--- config.mk ---
export PLATFORM = sky130hd
export DESIGN_NAME = mult_share_arbiter
export DESIGN_NICKNAME = d
export VERILOG_FILES = /design/src/rtl/mult_share_arbiter.sv
export SDC_FILE = /design/constraint.sdc
export NUM_CORES = 2
export LEC_CHECK = 0
export ABC_AREA = 1
export BUFFER_PORTS_ARGS = -buffer_cell sky130_fd_sc_hd__buf_4
export CORE_ASPECT_RATIO = 2
export CORE_MARGIN = 4
export CORE_UTILIZATION = 55
export CTS_CLUSTER_SIZE = 16
export DETAILED_ROUTE_END_ITERATION = 7
export PLACE_DENSITY = 0.76
export SKIP_LAST_GASP = 1
export SLEW_MARGIN = 20
export SYNTH_ARGS = -nofsm -noshare
export SYNTH_HDL_FRONTEND = slang
export SYNTH_SLANG_ARGS = --single-unit
--- constraint.sdc ---
create_clock -name slow_clk -period 18.2 [get_ports slow_clk]
set_input_delay 3.64 -clock slow_clk [delete_from_list [all_inputs] [get_ports slow_clk]]
set_output_delay 3.64 -clock slow_clk [all_outputs]
set_load 0.005 [all_outputs]
--- src/rtl/mult_share_arbiter.sv ---
// Shares one combinational multiplier among NREQ requesters: round-robin grant, S1 operand
// register, S2 product register. Define MULT_ARB_FIXED_PRIO_EN for fixed lowest-index priority.
module mult_share_arbiter #(
  parameter int NREQ = 4,
  parameter int IDW  = 2
) (
  input  logic                 slow_clk,
  input  logic                 rst,
  input  logic [NREQ-1:0]      req_valid,
  input  logic [32*NREQ-1:0]   req_a,
  input  logic [32*NREQ-1:0]   req_b,
  output logic [NREQ-1:0]      req_ready,
  output logic                 rsp_valid,
  output logic [IDW-1:0]       rsp_id,
  output logic [63:0]          rsp_result,
  output logic                 busy,
  output logic [31:0]          op_count
);

  // Handshake: a request transfers on a rising edge where req_valid[i] & req_ready[i];
  // the response side has no backpressure and rsp_valid pulses for exactly one cycle.

  logic [NREQ-1:0] gnt;
  logic [IDW-1:0]  gnt_id;
  logic            gnt_any;
  logic [IDW-1:0]  cand;

  logic            s1_v_q;
  logic [31:0]     s1_a_q, s1_b_q;
  logic [IDW-1:0]  s1_id_q;
  logic            rsp_valid_q;
  logic [IDW-1:0]  rsp_id_q;
  logic [63:0]     rsp_result_q;
  logic [31:0]     op_count_q;

`ifndef MULT_ARB_FIXED_PRIO_EN
  logic [IDW-1:0]  ptr_q, ptr_d;
`endif

  // First valid requester in search order wins; the order starts at ptr (or at 0 when fixed).
  always_comb begin
    gnt     = '0;
    gnt_id  = '0;
    gnt_any = 1'b0;
    cand    = '0;
    for (int k = 0; k < NREQ; k++) begin
`ifdef MULT_ARB_FIXED_PRIO_EN
      cand = IDW'(k);
`else
      cand = IDW'((int'(ptr_q) + k) % NREQ);
`endif
      if (!gnt_any && req_valid[cand]) begin
        gnt_any   = 1'b1;
        gnt_id    = cand;
        gnt[cand] = 1'b1;
      end
    end
  end

`ifndef MULT_ARB_FIXED_PRIO_EN
  always_comb begin
    ptr_d = ptr_q;
    if (gnt_any) ptr_d = IDW'((int'(gnt_id) + 1) % NREQ);
  end

  always_ff @(posedge slow_clk or posedge rst) begin
    if (rst) ptr_q <= '0;
    else     ptr_q <= ptr_d;
  end
`endif

  assign req_ready = rst ? '0 : gnt;

  always_ff @(posedge slow_clk or posedge rst) begin
    if (rst) begin
      s1_v_q       <= 1'b0;
      s1_a_q       <= '0;
      s1_b_q       <= '0;
      s1_id_q      <= '0;
      rsp_valid_q  <= 1'b0;
      rsp_id_q     <= '0;
      rsp_result_q <= '0;
      op_count_q   <= '0;
    end else begin
      s1_v_q <= gnt_any;
      if (gnt_any) begin
        s1_a_q  <= req_a[32*gnt_id +: 32];
        s1_b_q  <= req_b[32*gnt_id +: 32];
        s1_id_q <= gnt_id;
      end
      // Full 64-bit product; operands are widened so nothing truncates.
      rsp_result_q <= 64'(s1_a_q) * 64'(s1_b_q);
      rsp_id_q     <= s1_id_q;
      rsp_valid_q  <= s1_v_q;
      if (rsp_valid_q) op_count_q <= op_count_q + 32'd1;
    end
  end

  assign rsp_valid  = rsp_valid_q;
  assign rsp_id     = rsp_id_q;
  assign rsp_result = rsp_result_q;
  assign op_count   = op_count_q;
  assign busy       = s1_v_q | rsp_valid_q;

endmodule

## Word-level counts from Yosys, hierarchy flattened

Cells that the tools add are included.

- Register bits after elaboration: 168
- Latch bits: 0
- Logic and storage cells: 68
- ROM bits: 0
- Memories: 0
- Bits in writable memories: 0

- Divide/modulo/power cells: 0
- Bitwise logic cells: 4
- Add/sub/neg operators: 5
- Shift-type cells: 2
- Mux-type cells: 29
- Reductions and logical operators: 10
- Magnitude comparators: 8
- Multipliers: 1
- Equal/unequal tests: 0

Operators by type and width:

| operator | number |
|---|---|
| indexed part select 128 x 8 -> 32 bit | 2 |
| multiplier 32 x 32 -> 64 bit | 1 |
| adder 32 x 1 -> 32 bit, second input constant | 1 |
| 2-to-1 mux 4 bit | 5 |
| < comparator 2 x 3 -> 1 bit, second input constant | 4 |
| 2-to-1 mux 1 bit | 12 |
| bitwise OR 4 bit | 3 |
| binary-select mux 1 bit (select 2 bit) | 4 |
| demux 1 bit (select 2 bit) | 4 |
| >= comparator 2 x 1 -> 1 bit, second input constant | 4 |
| 2-to-1 mux 2 bit | 4 |
| logical AND 1 bit | 7 |
| adder 2 x 1 -> 2 bit, second input constant | 2 |
| adder 2 bit, second input constant | 2 |
| zero test 1 bit | 3 |
| bitwise OR 1 bit | 1 |

## Depth between registers and ports, before layout

- Depth after elaboration: 13
- Mapped depth: 31
- Depth with buffers taken out: 29

## Worst setup path before layout

No wires, ideal clock.

- Kind: input-to-output
- Start: input port rst
- End: output port req_ready[1]
- Buffers on the path: 0
- Arrival: 7.730 ns
- Required time: 14.560 ns
- Stages: 3
- Setup slack: 6.830 ns
- Cells stage by stage: inv_1 o21ai_0 inv_1

- Cells in the longest elaborated chain, start to end: 1

Ends and longest elaborated chain:

| what | line | text |
|---|---|---|
| start: declaration | 8 | `input logic rst,` |
| 2-to-1 mux 4 bit | 72 | `assign req_ready = rst ? '0 : gnt;` |
| end: declaration | 12 | `output logic [NREQ-1:0] req_ready,` |

No other way between the ends.

## Worst setup path after layout

- Start: input port req_valid[3]
- End: output port req_ready[2]

- Cells in the longest elaborated chain, start to end: 13

Ends and longest elaborated chain:

| what | line | text |
|---|---|---|
| start: declaration | 9 | `input logic [NREQ-1:0] req_valid,` |
| binary-select mux 1 bit (select 2 bit) | 52 | `if (!gnt_any && req_valid[cand]) begin` |
| 2-to-1 mux 1 bit (not written as such) | 52 |  |
| 2-to-1 mux 1 bit | 52 |  |
| zero test 1 bit | 52 |  |
| logical AND 1 bit | 52 |  |
| 2-to-1 mux 1 bit | 52 |  |
| zero test 1 bit | 52 |  |
| logical AND 1 bit | 52 |  |
| 2-to-1 mux 1 bit | 52 |  |
| zero test 1 bit | 52 |  |
| logical AND 1 bit | 52 |  |
| 2-to-1 mux 4 bit * | 52 |  |
| 2-to-1 mux 4 bit * | 72 |  |

Every way passes the cells marked *; elsewhere a longest branch is shown, timed or not. The select of a mux whose other input is x is not followed.

==> implementation parameters <==
Parameter                              Value

Outcome
  Status    complete, no violations

Drt
  Total via count after detailed routing    38633
  Average wire per cell in the routed design    22.5 um
  DRC viols    0
  Violation count after the first detailed-routing iteration    2791
  Number of iterations in the first detailed-routing pass    6
  Routed via count divided by cell count    roughly 5.5
  Wirelength, routed    about 160000 um
  Number of antenna-violating nets in the routed design    0

Clock network
  Total CTS buffers    17
  Hold Buf Count CTS    0
  Level count of the clock H-tree    4
  Number of buffers on the longest clock path    2
  Clock Latency Late Sink    about 0.54 ns
  Post-CTS repair timing setup buffer count    0
  Clock slew at reported path FFs    around 0.060 ns
  TritonCTS Sinks    168
  TritonCTS clock tree    done
  Number of instances resized during post-cts repair    0
  Root Buffer Master    clkbuf_16

Layout
  Area Overhead vs Synth    8.42%
  Total of fill cells in the finished design    7227
  Layout net count    7417
  Fraction of layout instances using a drive strength above 1    8.67%

Synthesis
  Mapped Area    44100 um^2
  EDFF count, synth    0
  Synthesized netlist cell count    5866
  Count of distinct cell types in the synthesized netlist    43
  Synth async-reset ratio    100%
  Sequential share of the synthesized area    9.54%
  Per-instance average area after synthesis    7.52 um^2
  Synth area leader    fa_1
  Synthesized Nets    7296
  Area share of the leading cell type in the synthesized netlist    40.7%
  Synth Warn #    0
  Top_reg_cell synth    dfrtp_1
  Top-count cell post-synth    nand2_1
  Top post-synthesis cells by area    fa_1 (41%), nand2_1 (15%), inv_1 (14%)
  Cell types with the highest counts after synthesis    nand2_1 (1752), inv_1 (1654), fa_1 (896)
  Post-synthesis register bit count    168

Placed design
  DP HPWL    126000 um
  Number of input and output port buffers inserted    between 300 and 400
  Routability Congestion    1.05

Critical path
  Largest stage delay, worst path    0.21 ns
  Crit path DAT    5.06 ns
  Ordered cell list for the critical path    buf_4 -> inv_1 -> nand2_1 -> nand3_2 -> nand2_4 -> nor2_1 -> inv_1 -> o21ai_0 -> a21oi_1 -> o21ai_0 -> nand2_1 -> inv_1 -> buf_4
  Most common cell type on the critical path    inv_1
  CP max stage cell    nor2_1
  Worst setup SP type    input port
  Crit end category    output port
  Maximum net fanout on the critical path    8
  Start-to-end type of the worst setup path    input port to output port
  FF-to-FF setup slack    10.27 ns
  Data required, critical path    14.56 ns

Timing
  Headroom to the max-slew limit    23.9%
  Final-report hold violation count    0
  Final worst path period share    47.8%
  Final critical-path required period    8.70 ns
  Total negative setup slack    0 ns
  Post-route clock skew    around 0.021 ns
  Number of setup violations in the final report    0
  Final Slew Violations    0
  Slew of the pin with the lowest slew margin    1.14 ns
  Setup repair after global routing missed its margin    no
  Max Freq    115 MHz

Hold path
  Worst min-delay path class    register to register

Floorplan
  Site row count    146
  Die width    208 um
  Die height    between 400 and 500 um
  Io pins    366
  Area inside the core boundary    79300 um^2
  Initial Utilization    a little under three fifths
  Die footprint    85000 um^2

GRT
  Wire length of the first global-routing pass    242000 um
  Number of antenna violations at the first check in global routing    9
  Total routing resource utilization after global routing    a little under two fifths
  Via count of the first global-routing pass    42622
  Maximum number of pins on one net before global-route repair    110
  Remaining Overflow, GRT    0

Run
  Number of maximum-capacitance violations    0
==> through the flow <==
stage	instance area, um^2	hold WS (ns)	util (%)	std cells	worst slack [ns]
2_1_floorplan	44100	0.346	-	5866	6.83
3_3_place_gp	47300	0.352	59.6	7004	9.51
3_5_place_dp	47300	0.360	59.6	7004	9.52
4_1_cts	47800	0.388	60.3	7036	9.51
5_1_grt	47800	0.399	60.3	7038	9.33
6_report	47800	0.383	60.3	7041	9.50
==> worst paths after layout <==
kind	startpoint	end	cells after the start
max in group asynchronous	rst	rsp_result[5]	3
max reg2reg	s1_a_q[27]	rsp_result[31]	20
min in group asynchronous	rst	s1_a_q[3]	2
min reg2reg	s1_v_q	rsp_valid	0
min	s1_v_q	rsp_valid	0
max	req_valid[3]	req_ready[2]	13
==> flip-flops by register name (all words and copies together), names as in the netlist <==
register / flops
s1_v_q: 1
rsp_id: 2
s1_id_q: 2
rsp_valid: 1
ptr_q: 2
rsp_result: 64
op_count: 32
s1_b_q: 32
s1_a_q: 32
==> worst max-delay path: cells and delay by family <==
family	cells	cell delay, ns
simple gates	5	0.63
buf+inv	5	0.47
compound gates	3	0.31
==> layer usage <==
metal	global-route usage [%]	up-vias	wire length [um]
met4	35.9	6	19500
li1	-	16733	-
met5	0	-	42
met1	36.1	18861	45800
met3	7.69	958	11900
met2	67.3	2075	81300
==> cell families (layout without fill, tap and decap cells) <==
kind of cell	after synthesis	in the layout	share of synthesized area (%)
compound gates	218	218	2.82
fa+ha+maj	1168	1168	48.4
other cells	0	5	0
flops	168	168	9.54
xor+xnor	69	69	1.37
buf+inv	1973	2107	17.1
simple gates	2270	2270	20.8
==> cells in the final DEF, fill, tap and decap left out, types with 2 or more instances in the layout <==
cell / n
nand2_4: 3
o21a_1: 2
or2_1: 33
buf_4: 416
xnor2_1: 13
nor3_1: 20
o21ai_0: 69
a21boi_0: 5
inv_1: 1653
inv_6: 2
or2_2: 34
nand3b_1: 4
nand2_2: 5
nor4_1: 9
dfrtp_2: 22
diode_2: 5
a21boi_1: 33
nand3_1: 200
nand4_1: 30
o21bai_1: 7
o211ai_1: 2
clkinv_2: 2
fa_1: 896
inv_2: 4
a21o_1: 6
ha_1: 272
nand2_1: 1752
a21oi_1: 87
a31oi_1: 4
clkbuf_16: 17
xor2_1: 56
clkbuf_8: 2
dfrtp_1: 146
nor2_1: 173
clkinvlp_4: 3
inv_8: 2
clkbuf_1: 4
==> cell type report <==
| type | instances | area [um^2] | share of cell area [%] |
|---|---|---|---|
| Clock buffer | 23 | 468 | 0.979 |
| Inverter | 1659 | 6240 | 13.0 |
| Antenna cell | 5 | 12.5 | 0.0262 |
| Sequential cell | 168 | 4230 | 8.85 |
| Clock inverter | 9 | 70.1 | 0.147 |
| Timing Repair Buffer | 416 | 3120 | 6.53 |
| Multi-Input combinational cell | 3725 | 32400 | 67.7 |
| Tap cell | 1036 | 1300 | 2.71 |
Power is left out: the tool's default activity adds up to more than one toggle a clock period on the data nets, which glitch-free logic cannot reach.
